## src/rtl/debounce_pkg.sv

```systemverilog
// Shared types and constants for the input debouncer: FSM state encoding,
// default filter length and the counter width helper.
package debounce_pkg;

    typedef enum logic [1:0] {
        STABLE_LO = 2'd0,
        WAIT_HI   = 2'd1,
        STABLE_HI = 2'd2,
        WAIT_LO   = 2'd3
    } state_t;

    localparam int DEFAULT_STABLE_CYCLES = 4;
    localparam int MIN_STABLE_CYCLES     = 2;
    localparam int MAX_STABLE_CYCLES     = 255;

    // Counter must hold 0..STABLE_CYCLES-1; sized with one value of headroom.
    function automatic int cnt_width(input int stable_cycles);
        return $clog2(stable_cycles + 1);
    endfunction

endpackage

```

## src/rtl/sync_2ff.sv

```systemverilog
// Two-flop synchronizer bringing the raw switch level into the clk domain.
// Both stages clear to 0 under the asynchronous active-low reset.
module sync_2ff (
    input  logic clk,
    input  logic rst_n,
    input  logic d,
    output logic q
);

    logic r_meta;
    logic r_sync;

    always_ff @(posedge clk or negedge rst_n) begin
        if (!rst_n) begin
            r_meta <= 1'b0;
            r_sync <= 1'b0;
        end else begin
            r_meta <= d;
            r_sync <= r_meta;
        end
    end

    assign q = r_sync;

endmodule

```

## src/rtl/input_debouncer.sv

```systemverilog
// Switch debouncer: synchronizes A, then accepts a level change only after
// STABLE_CYCLES consecutive identical samples, with one-cycle rise/fall pulses.
module input_debouncer
    import debounce_pkg::*;
#(
    parameter int STABLE_CYCLES = DEFAULT_STABLE_CYCLES
) (
    input  logic                                   clk,
    input  logic                                   rst_n,
    input  logic                                   A,
    output logic                                   Z,
    output logic                                   rise,
    output logic                                   fall,
    output state_t                                 o_dbg_state,
    output logic [$clog2(STABLE_CYCLES+1)-1:0]     o_dbg_cnt
);

    localparam int                CW       = cnt_width(STABLE_CYCLES);
    localparam logic [CW-1:0]     CNT_ONE  = CW'(1);
    localparam logic [CW-1:0]     CNT_LAST = CW'(STABLE_CYCLES - 1);

    if (STABLE_CYCLES < MIN_STABLE_CYCLES || STABLE_CYCLES > MAX_STABLE_CYCLES) begin : g_bad_param
        $error("input_debouncer: STABLE_CYCLES=%0d outside 2..255", STABLE_CYCLES);
    end

    logic          w_s_q;
    state_t        r_state;
    logic [CW-1:0] r_cnt;
    logic          r_z;
    logic          r_rise;
    logic          r_fall;

    sync_2ff u_sync (
        .clk   (clk),
        .rst_n (rst_n),
        .d     (A),
        .q     (w_s_q)
    );

    // Pulses default low every cycle, so each accepted change yields exactly one.
    always_ff @(posedge clk or negedge rst_n) begin
        if (!rst_n) begin
            r_state <= STABLE_LO;
            r_cnt   <= '0;
            r_z     <= 1'b0;
            r_rise  <= 1'b0;
            r_fall  <= 1'b0;
        end else begin
            r_rise <= 1'b0;
            r_fall <= 1'b0;
            case (r_state)
                STABLE_LO: begin
                    if (w_s_q) begin
                        r_state <= WAIT_HI;
                        r_cnt   <= CNT_ONE;
                    end
                end
                WAIT_HI: begin
                    if (!w_s_q) begin
                        r_state <= STABLE_LO;
                        r_cnt   <= '0;
                    end else if (r_cnt == CNT_LAST) begin
                        r_state <= STABLE_HI;
                        r_cnt   <= '0;
                        r_z     <= 1'b1;
                        r_rise  <= 1'b1;
                    end else begin
                        r_cnt <= r_cnt + CNT_ONE;
                    end
                end
                STABLE_HI: begin
                    if (!w_s_q) begin
                        r_state <= WAIT_LO;
                        r_cnt   <= CNT_ONE;
                    end
                end
                WAIT_LO: begin
                    if (w_s_q) begin
                        r_state <= STABLE_HI;
                        r_cnt   <= '0;
                    end else if (r_cnt == CNT_LAST) begin
                        r_state <= STABLE_LO;
                        r_cnt   <= '0;
                        r_z     <= 1'b0;
                        r_fall  <= 1'b1;
                    end else begin
                        r_cnt <= r_cnt + CNT_ONE;
                    end
                end
                default: begin
                    r_state <= STABLE_LO;
                    r_cnt   <= '0;
                end
            endcase
        end
    end

    assign Z           = r_z;
    assign rise        = r_rise;
    assign fall        = r_fall;
    assign o_dbg_state = r_state;
    assign o_dbg_cnt   = r_cnt;

endmodule

```

## config.mk

```make
export PLATFORM = sky130hd
export DESIGN_NAME = input_debouncer
export DESIGN_NICKNAME = d
export VERILOG_FILES = /design/src/rtl/debounce_pkg.sv /design/src/rtl/sync_2ff.sv /design/src/rtl/input_debouncer.sv
export SDC_FILE = /design/constraint.sdc
export NUM_CORES = 1
export LEC_CHECK = 0
export BUFFER_PORTS_ARGS = -buffer_cell sky130_fd_sc_hd__clkbuf_2
export CELL_PAD_IN_SITES_DETAIL_PLACEMENT = 1
export CELL_PAD_IN_SITES_GLOBAL_PLACEMENT = 1
export CORE_AREA = 2 2 39 41
export DETAILED_ROUTE_END_ITERATION = 10
export DIE_AREA = 0 0 41 43
export PLACE_DENSITY = 0.7
export SETUP_SLACK_MARGIN = 0.02
export SLEW_MARGIN = 0
export SYNTH_ARGS = -nofsm -noshare
export SYNTH_HDL_FRONTEND = slang
export SYNTH_SLANG_ARGS = --single-unit
```

## constraint.sdc

```tcl
create_clock -name clk -period 1.4 [get_ports clk]
set_input_delay 0.14 -clock clk [delete_from_list [all_inputs] [get_ports clk]]
set_output_delay 0.14 -clock clk [all_outputs]
set_load 0.1 [all_outputs]
```

After elaboration in Yosys (flattened, before gate mapping)
Cells that the tools add are included.
- output and inout bits: 8
- register bits after elaboration: 10
- bits in latches: 0
- bits of input ports: 3
- memories kept: 0
- bits in writable memories: 0
- ROM bits: 0
- logic and storage cells: 48
- shift operators: 0
- divide/modulo/power cells: 0
- bitwise operators: 0
- $mul: 0
- mux-type cells: 23
- reduce and logical (&&, ||, !) cells: 5
- order comparisons: 0
- add/subtract/negate cells: 1
- equal/unequal tests: 12
- operators by type and width (cell ; number):
    $mux W3 ; 5
    $mux W2 ; 6
    $pmux W3 S4 ; 1
    $mux W1 ; 9
    $ne A2 B2 Y1 const B ; 4
    $pmux W2 S4 ; 1
    $reduce_and A5 Y1 ; 1
    $eq A2 B2 Y1 const B ; 2
    $ne A2 B1 Y1 const B ; 2
    $reduce_and A4 Y1 ; 1
    $add A3 B1 Y3 const B ; 1
    $eq A3 B2 Y1 const B ; 1
    $ne A3 B2 Y1 const B ; 1
    $ne A3 B3 Y1 const B ; 1
    $eq A2 B1 Y1 const B ; 1
    $logic_not A2 Y1 ; 1
    $pmux W1 S2 ; 1
    $reduce_and A2 Y1 ; 1
    $reduce_bool A2 Y1 ; 1

Depth between registers and ports, before layout
- depth in word-level cells: 4
- depth in mapped cells: 4
- mapped depth without buffers: 4

Hierarchy
From an unflattened synthesis, not the netlist that was laid out.
- cells, all modules: 34
- area total of the unflattened synthesis: 395.4 µm²
- modules (own cells, without submodules) (module ; times used ; cells an instance ; seq. area each (µm²) ; area each (µm²)):
    input_debouncer ; 1 ; 32 ; 200.2 ; 345.3
    sync_2ff ; 1 ; 2 ; 50.0 ; 50.0

Worst setup path before layout
No wires, ideal clock.
- path kind: register to register
- start point: register r_cnt[0] (netlist: o_dbg_cnt[0])
- end point: register r_cnt[1] (netlist: o_dbg_cnt[1])
- arrival time: 1.618 ns
- buffers on the path: 0
- setup slack: -0.378 ns
- cell stages (with the launch flop): 5
- path through: dfrtp_1 -> ha_1 -> nor2b_1 -> nor3_1 -> o21bai_1
- cells in the longest elaborated chain, start to end: 4
- ends and longest elaborated chain (what ; line ; source):
    from (decl) ; input_debouncer.sv:28 ; logic [CW-1:0] r_cnt;
    from (signal assigned) ; input_debouncer.sv:68 ; r_cnt <= r_cnt + CNT_ONE;
    from (signal assigned) ; input_debouncer.sv:87 ; r_cnt <= r_cnt + CNT_ONE;
    $add A3 B1 Y3 / $eq A3 B2 Y1 (equally long branches) ; n/a ;
    $mux W3 * ; input_debouncer.sv:62, input_debouncer.sv:81 ;
    $mux W3, on equally long branches ; input_debouncer.sv:78, input_debouncer.sv:59 ;
    $pmux W3 S4 * ; input_debouncer.sv:51 ; case (r_state)
Mark *: on every way between the ends. The rest lies on a longest branch, timed or not.
A chain may end at the register's enable or synchronous reset.

Final worst setup path
- start point: register r_cnt[2] (netlist: o_dbg_cnt[2])
- end point: output o_dbg_cnt[2]
- RTL lines (what ; line ; source):
    to (decl) ; input_debouncer.sv:15 ; output logic [$clog2(STABLE_CYCLES+1)-1:0] o_dbg_cnt
No word-level cell between the ends.

==> results.yml <==
synthesis:
  synth_top_area_cell: "dfrtp_1"
  syn_nets: 38
  syn_avg_cell_area_um2: 11.6
  synth_top_area_share_pct: 63.3
  syn_area_um2: 395
  yosysSeqAreaShare_pct: 63.3
  synth.distinct_cells: 15
  synth_top_flop_cell: "dfrtp_1"
  synth_warnings: 0
  synthArstFlopShare_pct: 100
  synth_cells: 34
  ys_ff_latch: 10
  synth.top_cells.by_area: "dfrtp_1 (63%), nand2_1 (4.7%), o21ai_0 (3.8%)"
  synth_enable_flop_cells: 0
  yosysMostFrequentCell: "dfrtp_1"
  synthTopCellsByCount: "dfrtp_1 (10), nand2_1 (5), nor2_1 (3), o21ai_0 (3)"
worst_setup_path:
  cp_slowest_stage_delay_ns: 0.46
  cp_cell_sequence: "clkbuf_2"
  cp-end-kind: "output pin"
  crit_arrival_ns: 1.11
  start_kind: "register"
  crit_type: "register to output pin"
  cpLargestDelayFamily: "buffers and inverters"
  cp.buffers_inverters: 1
  crit_fanout: 5
  slowest_stage: "clkbuf_2"
  critPathRequiredTime_ns: 1.26
  reg2reg_slack_ns: 0.16
run:
  drv_cap: 0
sta:
  hold_viol_final: 0
  tns_ns: 0
  finalClockSkew_ns: 0.00453
  max_freq_ghz: 0.798
  fin_hold_ws_ns: 0.278
  max-slew-margin-rel_pct: 64.2
  setup_viol_count_final: 0
  tightest_slew_ns: 0.539
  drv_slew: 0
  period_minus_slack_ns: 1.25
  rsz0062_at_grt: "no"
  final.period_utilization_pct: 89.5
detailed_routing:
  drc: 0
  avgRoutedWirePerCell_um: 11.8
  drtAntennaViolNets: 0
  dr.first_iter.drc_count: 2
  wl_um: 782
  vias_per_cell: 4.73
  drt_pass1_iterations: 2
  vias: 312
global_routing:
  grt_use_total_pct: 11.3
  grt_pass1_wl_mm: 1.30
  gr-total-overflow: 0
  antenna_found_initial: 0
  grt_max_degree: 11
  grt_pass1_vias: 318
place:
  dp_hpwl_um: 590
  portBuffers: 10
  gp_congestion: 0.644
final_layout:
  regArea_um2: 262
  fillers: 157
  drive_gt1_share_pct: 40.0
  layout.nets: 55
  multi_input_area_um2: 158
  area_growth_pct: 40.5
  antenna_cells: 0
die:
  fp.coreArea_um2: 1380
  rows: 14
  die_h_um: 43
  dieArea_um2: 1760
  ios: 11
  dieWidth_um: 41
  initial_utilization_pct: 28.6
clock_tree:
  clock_latency_ns: 0.26
  clockBufferDepth: 2
  cts_hold_buf: 2
  cts_resized: 0
  cts_root_buffer: "clkbuf_4"
  postCtsSetupRepairBufs: 0
  clk_pin_slew_ns: 0.07
  cts_htree_levels: 1
  cts_tree: "yes"
  clock_sinks: 10
  cts_buffers: 3
status:
  status: "finished, final reports clean"
min_path:
  hp-class: "input port to asynchronous set/reset pin"
==> worst paths after layout <==
kind,from,endpoint,cells after the start
max,o_dbg_cnt[2],o_dbg_cnt[2],1
max reg2reg,o_dbg_cnt[0],Z,4
min,rst_n,Z,2
max in group asynchronous,rst_n,o_dbg_cnt[0],2
min in group clk,u_sync.r_meta,u_sync.q,0
min reg2reg,u_sync.r_meta,u_sync.q,0
==> state kept, by name (all words and copies together) (netlist names), named ones only <==
| name | count |
|---|---|
| o_dbg_cnt | 3 |
| u_sync.r_meta | 1 |
| u_sync.q | 1 |
| rise | 1 |
| Z | 1 |
| fall | 1 |
| o_dbg_state | 1 |
==> layer usage <==
| metal | part of all wire (%) | track usage (%) | vias to the layer above |
|---|---|---|---|
| met5 | 0 | 0 | - |
| met4 | 0 | 8.00 | 0 |
| met3 | 6.0 | 3.14 | 0 |
| met2 | 50 | 15.6 | 9 |
| met1 | 44 | 14.5 | 155 |
| li1 | - | - | 148 |
==> placed cells by master, fill, tap and decap left out, types with 2 or more instances in the layout <==
cell and count:
clkbuf_2 6, dfrtp_1 5, nand2_1 5, buf_4 4, nor2_1 3, o21ai_0 3
dfrtp_2 3, clkbuf_4 3, nor3b_1 2, o21a_1 2, dlygate4sd3_1 2, dfrtp_4 2
==> layout make-up <==
type	instances	share of cell area [%]
Sequential cell	10	47.1
Tap cell	16	3.60
Timing Repair Buffer	12	14.4
Multi-Input combinational cell	24	28.4
Clock buffer	4	6.53
==> through the flow <==
step / utilization [%] / setup WS, ns / instances / cell area, µm²
floorplan: - / 0.0392 / 34 / 419
global placement: 36.1 / 0.209 / 60 / 499
CTS: 40.1 / 0.138 / 66 / 556
global route: 40.1 / 0.0397 / 66 / 556
detailed placement: 36.1 / 0.150 / 60 / 499
finish: 40.1 / 0.147 / 66 / 556
==> cells by family (layout without fill, tap and decap cells) <==
family                     Yosys count  count (layout)  share of synthesized area [%]
AOI/OAI and AO/OA                    7               7                           10.8
xor gates and xnor gates             2               2                           4.43
adders and majority gates            1               1                           3.16
buffers and inverters                0              16                              0
DFF                                 10              10                           63.3
and+or+nand+nor                     14              14                           18.4
Power is left out: the tool's default activity adds up to more than one toggle a clock period on the data nets, which glitch-free logic cannot reach.
